`src/rtl/tdc_corr_sched.sv`:
```
// tdc_corr_sched: walks an inclusive TDC sample address range. For each sample it
// reads the rise data, launches the correction datapath, waits for the result and
// writes it back.
// Optional build macro TDC_CORR_TIMEOUT_EN adds a bounded wait on the datapath.
// A sample that times out is written as all-ones and raises a sticky error flag.
module tdc_corr_sched #(
  parameter int unsigned ADDR_W  = 11,
  parameter int unsigned DATA_W  = 16,
  parameter int unsigned TIMEOUT = 31
) (
  input  logic              i_clk_50m,
  input  logic              i_rst_n,
  input  logic              i_start,
  input  logic [ADDR_W-1:0] i_addr_first,
  input  logic [ADDR_W-1:0] i_addr_last,
  output logic              o_busy,
  output logic              o_frame_done,
  output logic              o_ram_rd_en,
  output logic [ADDR_W-1:0] o_ram_rd_addr,
  input  logic [DATA_W-1:0] i_ram_rd_data,
  output logic [ADDR_W-1:0] o_tdc_rd_addr,
  output logic [DATA_W-1:0] o_rise_data,
  output logic              o_process_en,
  input  logic              i_process_done,
  input  logic [DATA_W-1:0] i_process_data,
  output logic              o_wr_en,
  output logic [ADDR_W-1:0] o_wr_addr,
  output logic [DATA_W-1:0] o_wr_data,
  output logic [ADDR_W:0]   o_sample_cnt,
  output logic              o_err_timeout
);

  typedef enum logic [2:0] {
    StIdle,
    StRd,
    StRdWait,
    StLaunch,
    StWaitDone,
    StWrite,
    StNext,
    StDone
  } state_e;

  state_e            state_q;
  logic [ADDR_W-1:0] cur_q;
  logic [ADDR_W-1:0] last_q;

`ifdef TDC_CORR_TIMEOUT_EN
  localparam int unsigned ToW = (TIMEOUT > 1) ? $clog2(TIMEOUT) : 1;
  logic [ToW-1:0] to_cnt_q;
`else
  // TIMEOUT only matters when the bounded datapath wait is built in.
  assign o_err_timeout = 1'b0 & (TIMEOUT != 0);
`endif

  // Frame sequencer: state and every output register advance together.
  always_ff @(posedge i_clk_50m) begin
    if (!i_rst_n) begin
      state_q       <= StIdle;
      cur_q         <= '0;
      last_q        <= '0;
      o_busy        <= 1'b0;
      o_frame_done  <= 1'b0;
      o_ram_rd_en   <= 1'b0;
      o_ram_rd_addr <= '0;
      o_tdc_rd_addr <= '0;
      o_rise_data   <= '0;
      o_process_en  <= 1'b0;
      o_wr_en       <= 1'b0;
      o_wr_addr     <= '0;
      o_wr_data     <= '0;
      o_sample_cnt  <= '0;
`ifdef TDC_CORR_TIMEOUT_EN
      to_cnt_q      <= '0;
      o_err_timeout <= 1'b0;
`endif
    end else begin
      case (state_q)
        StIdle: begin
          o_frame_done <= 1'b0;
          if (o_frame_done) begin
            // Frame-done cycle just ended; busy covers it, so any start here is dropped.
            o_busy <= 1'b0;
          end else if (i_start && !o_busy) begin
            o_busy       <= 1'b1;
            cur_q        <= i_addr_first;
            last_q       <= i_addr_last;
            o_sample_cnt <= '0;
`ifdef TDC_CORR_TIMEOUT_EN
            o_err_timeout <= 1'b0;
`endif
            if (i_addr_first > i_addr_last) begin
              state_q <= StDone;
            end else begin
              o_ram_rd_en   <= 1'b1;
              o_ram_rd_addr <= i_addr_first;
              state_q       <= StRd;
            end
          end
        end
        StRd: begin
          o_ram_rd_en <= 1'b0;
          state_q     <= StRdWait;
        end
        StRdWait: begin
          // RAM data for the read issued in StRd is valid now.
          o_rise_data   <= i_ram_rd_data;
          o_tdc_rd_addr <= cur_q;
          o_process_en  <= 1'b1;
          state_q       <= StLaunch;
        end
        StLaunch: begin
          o_process_en <= 1'b0;
`ifdef TDC_CORR_TIMEOUT_EN
          to_cnt_q     <= '0;
`endif
          state_q      <= StWaitDone;
        end
        StWaitDone: begin
          if (i_process_done) begin
            o_wr_en      <= 1'b1;
            o_wr_addr    <= cur_q;
            o_wr_data    <= i_process_data;
            o_sample_cnt <= o_sample_cnt + 1'b1;
            state_q      <= StWrite;
`ifdef TDC_CORR_TIMEOUT_EN
          end else if (to_cnt_q == ToW'(TIMEOUT - 1)) begin
            // No answer from the datapath: poison the sample and move on.
            o_wr_en       <= 1'b1;
            o_wr_addr     <= cur_q;
            o_wr_data     <= '1;
            o_sample_cnt  <= o_sample_cnt + 1'b1;
            o_err_timeout <= 1'b1;
            state_q       <= StWrite;
          end else begin
            to_cnt_q <= to_cnt_q + 1'b1;
`endif
          end
        end
        StWrite: begin
          o_wr_en <= 1'b0;
          state_q <= StNext;
        end
        StNext: begin
          // Equality test ends the frame before cur can wrap at the top address.
          if (cur_q == last_q) begin
            state_q <= StDone;
          end else begin
            cur_q         <= cur_q + 1'b1;
            o_ram_rd_en   <= 1'b1;
            o_ram_rd_addr <= cur_q + 1'b1;
            state_q       <= StRd;
          end
        end
        StDone: begin
          // Done pulse is registered out of this state and lands in the next cycle.
          o_frame_done <= 1'b1;
          state_q      <= StIdle;
        end
        default: state_q <= StIdle;
      endcase
    end
  end

endmodule

```
`config.mk`:
```
export PLATFORM = sky130hd
export DESIGN_NAME = tdc_corr_sched
export DESIGN_NICKNAME = d
export VERILOG_FILES = /design/src/rtl/tdc_corr_sched.sv
export SDC_FILE = /design/constraint.sdc
export NUM_CORES = 1
export LEC_CHECK = 0
export BUFFER_PORTS_ARGS = -buffer_cell sky130_fd_sc_hd__buf_2
export CAP_MARGIN = 20
export CORE_ASPECT_RATIO = 2
export CORE_MARGIN = 5
export CORE_UTILIZATION = 40
export CTS_BUF_LIST = sky130_fd_sc_hd__clkbuf_4 sky130_fd_sc_hd__clkbuf_8 sky130_fd_sc_hd__clkbuf_16
export CTS_CLUSTER_SIZE = 25
export DETAILED_ROUTE_END_ITERATION = 6
export SLEW_MARGIN = 20
export SYNTH_ARGS = -nofsm -noshare
export SYNTH_HDL_FRONTEND = slang
export SYNTH_SLANG_ARGS = --single-unit
```
`constraint.sdc`:
```
create_clock -name i_clk_50m -period 5.87 [get_ports i_clk_50m]
set_input_delay 1.174 -clock i_clk_50m [delete_from_list [all_inputs] [get_ports i_clk_50m]]
set_output_delay 1.174 -clock i_clk_50m [all_outputs]
set_load 0.02 [all_outputs]
```
==> reports/metrics.csv <==
stage,metric,value,unit
power,Int Power,1.54,mW
route,Top Layer Used,met5,
synthesis,Yosys cell types,52,
power,switching pwr,1.11,mW
placed_design,Buffers on Ports,139,
timing,Worst Tran Pin Value,0.902,ns
synthesis,Syn Std Cell Area,4780,um^2
power,Peak supply drop,0.184,mV
setup_path,CP Capture Type,register,
route,wire per inst,16.3,um
timing,setup TNS,0,ns
setup_path,Worst Path Arrival,3.42,ns
synthesis,sequential area share after synthesis,44.8,%
timing,post-route minimum period,3.17,ns
timing,FMAX,315,MHz
floorplanning,Die Ht,165,um
route,DR WL met3,883,um
synthesis,Post-Synth Simple-Gate Area,22.7,%
placed_design,dpl hpwl,10.4,mm
global_routing,vias in the first global route,4399,
hold_path,Hold Crit Class,reg2reg,
floorplanning,Core Area,11700,um^2
route,first-iteration detailed-routing DRC count,214,
route,total number of vias,4417,
clocking,total number of H-tree levels,3,
finish,Nets,778,
synthesis,mux contribution to synthesized area,0.236,%
setup_path,"Max FO, Critical Path",11,
floorplanning,Initial Util,40.9,%
timing,RSZ-0062 raised after global routing,false,
synthesis,Synth Warn #,0,
synthesis,Post-synth EDFFs,0,
route,DRT antenna net count,0,
setup_path,Critical Path RT,6.12,ns
hold_path,hold depth,2,
synthesis,dominant synthesized flop cell,dfxtp_1,
route,Metal-1 WL,4.91,mm
run_status,outcome,"complete, no violations",
clocking,CTS clock-pin slew for the worst setup and hold paths,0.07,ns
power,Clock power frac,24.1,%
timing,"Slew Viols, Final",0,
finish,synthesis-to-finish area growth,21.0,%
finish,layout cells sized above 1,25.3,%
clocking,post-CTS setup buffers,0,
floorplanning,io pins,141,
floorplanning,Rows,56,
floorplanning,chip width,87.3,um
power,PD cells,458,nW/um^2
global_routing,largest net degree at the start of global routing,87,
synthesis,post-synthesis sequential element count,107,
synthesis,compound-gate portion of the synthesized area,17.1,%
timing,worst setup margin,2.70,ns
synthesis,post-synthesis area per instance,8.01,um^2
synthesis,Synth async-reset ratio,0,%
clocking,CTS tree,yes,
setup_path,Critical Path Source Type,primary input,
finish,fill cell count,1139,
hold_path,WHS Endpoint,o_rise_data[2],
placed_design,RD Place Congestion,0.870,
clocking,total CTS buffers,9,
power,Sequential Power Share,39.9,%
timing,Final Cycle Share,54.0,%
setup_path,reg2reg start,cur_q[5],
hold_path,HP Start,o_rise_data[2],
synthesis,Yosys top cell area share,44.8,%
synthesis,largest family of logic cells by synthesized area,simple AND/OR/NAND/NOR gates,
global_routing,first-pass GRT wire length,21.8,mm
timing,Rel. slew slack,39.9,%
timing,Setup Viol. Count Final,0,
setup_path,critical path type,in2reg,
synthesis,Yosys top cell by area,dfxtp_1,
clocking,"Clk Latency, worst-skew pair",0.35,ns
route,DRT Pass-1 Iters,5,
setup_path,r2r endpoint,o_ram_rd_addr[6],
route,wire length on met2,7.66,mm
timing,Fin. Hold Viols,0,
synthesis,Post-Syn Nets,668,
setup_path,reg2reg setup slack,3.44,ns
clocking,CTS Sinks,107,
synthesis,post-synthesis xor/xnor area fraction,5.31,%
synthesis,"count leader, synth",nand2_1,
placed_design,Place WS,2.39,ns
power,Static Leak,2.50,nW
clocking,CTS max path bufs,2,
route,Residual DRC,0,
flow_run,max cap viols,0,
global_routing,grt total ovfl,0,
synthesis,commonest cells in the netlist,"nand2_1, dfxtp_1, a21oi_1, nand3_1, xnor2_1",
global_routing,initial antenna violation count,1,
finish,antenna cells,0,
clocking,PostCTS Resize Cnt,0,
synthesis,Adder-Cell Fraction of Synth Area,3.40,%
clocking,CTS Root Cell,clkbuf_16,
route,final wirelength,13.9,mm
floorplanning,DIE AREA,14400,um^2
synthesis,"top cells by area, synth","dfxtp_1, nand2_1, a21oi_1",
timing,Layout Skew,0.00718,ns
power,Gate power share,35.9,%
setup_path,Worst Reg-to-Reg Cells,6,
power,Net Sw Frac,41.8,%
route,via/cell ratio,5.15,
clocking,CTS Hold Bufs,0,
global_routing,GRT Overall Usage,19.5,%
synthesis,Cells after Synth,597,
==> routing by layer <==
layer  vias up  GRT usage (%)
met5         -              0
met3        31           4.44
met2       142           36.0
met4         2           10.4
met1      2028           19.5
li1       2214              -
==> cell families after synthesis <==
| kind of cell | count (synthesis) |
|---|---|
| simple gates | 243 |
| compound gates | 141 |
| flops | 107 |
| buf+inv | 62 |
| xor+xnor | 29 |
| fa+ha+maj | 13 |
| other cells | 1 |
| mux | 1 |
==> how the worst max path moves through the flow <==
stage                     from                to  slack, ns  cells after the start
2_1_floorplan   i_addr_last[6]  o_ram_rd_addr[5]       3.05                      9
3_3_place_gp   i_addr_last[10]  o_ram_rd_addr[6]       2.53                      9
3_5_place_dp   i_addr_last[10]  o_ram_rd_addr[6]       2.39                      9
4_1_cts        i_addr_last[10]  o_ram_rd_addr[6]       2.76                      9
5_1_grt        i_addr_last[10]  o_ram_rd_addr[6]       2.55                      9
6_report       i_addr_last[10]  o_ram_rd_addr[6]       2.70                      9
==> worst max-delay path: stages <==
cell and delay, ns:
buf_2 0.09, inv_1 0.04, ha_1 0.30, nand3_1 0.13, nor3_2 0.31, a221oi_1 0.19, a221oi_2 0.79, nor2_1 0.12
o221a_2 0.27
==> cell type report <==
type | instances | area [um^2] | area share (%)
Timing Repair Buffer | 142 | 718 | 12.4
Multi-Input combinational cell | 428 | 2350 | 40.7
Inverter | 19 | 71.3 | 1.23
Sequential cell | 107 | 2140 | 37.0
Clock buffer | 10 | 239 | 4.13
Clock inverter | 6 | 81.3 | 1.41
Tap cell | 145 | 181 | 3.14
==> power groups by stage <==
stage                     logic [mW]  registers [mW]  clock network, mW
after floorplan                0.711            1.06                  0
after global placement         0.940            1.07                  0
after detailed placement       0.958            1.07                  0
after CTS                      0.960            1.06              0.663
after global routing            1.05            1.08              0.687
final                          0.953            1.06              0.639
==> sequential cells by signal, indices dropped and copies added (netlist names), 3 cells and up <==
name and flops:
o_tdc_rd_addr 11, o_rise_data 16, o_ram_rd_addr 11, state_q 3, o_wr_addr 11, o_sample_cnt 12, cur_q 11, last_q 11
o_wr_data 16
==> through the flow <==
| step | cell area (um^2) | util, % | power (mW) | std cells | hold slack, ns |
|---|---|---|---|---|---|
| after detailed placement | 5450 | 46.6 | 2.03 | 841 | 0.445 |
| after floorplan | 4780 | - | 1.77 | 597 | 0.450 |
| after global routing | 5790 | 49.5 | 2.82 | 857 | 0.467 |
| after CTS | 5770 | 49.3 | 2.68 | 857 | 0.455 |
| final | 5790 | 49.5 | 2.65 | 857 | 0.450 |
| after global placement | 5450 | 46.6 | 2.01 | 841 | 0.439 |
==> placed cells by master, fill, tap and decap left out, types with 2 or more instances in the layout <==
cell       instances
nand2_1          170
buf_2            139
dfxtp_1          107
a21oi_1           95
xnor2_1           20
o21ai_0           19
inv_1             18
nand3_1           18
nor2_1            18
ha_1              13
xor2_1             9
clkbuf_16          9
nand4_1            6
nor3_2             4
nand3_2            4
and3_1             4
o211a_1            4
nor3_1             4
or3_1              3
o21ai_1            3
buf_4              3
a21o_1             2
a211oi_1           2
nand2b_1           2
a31oi_1            2
a311oi_1           2
clkinv_4           2
inv_6              2
No activity file was read; power rests on OpenSTA's default activity.
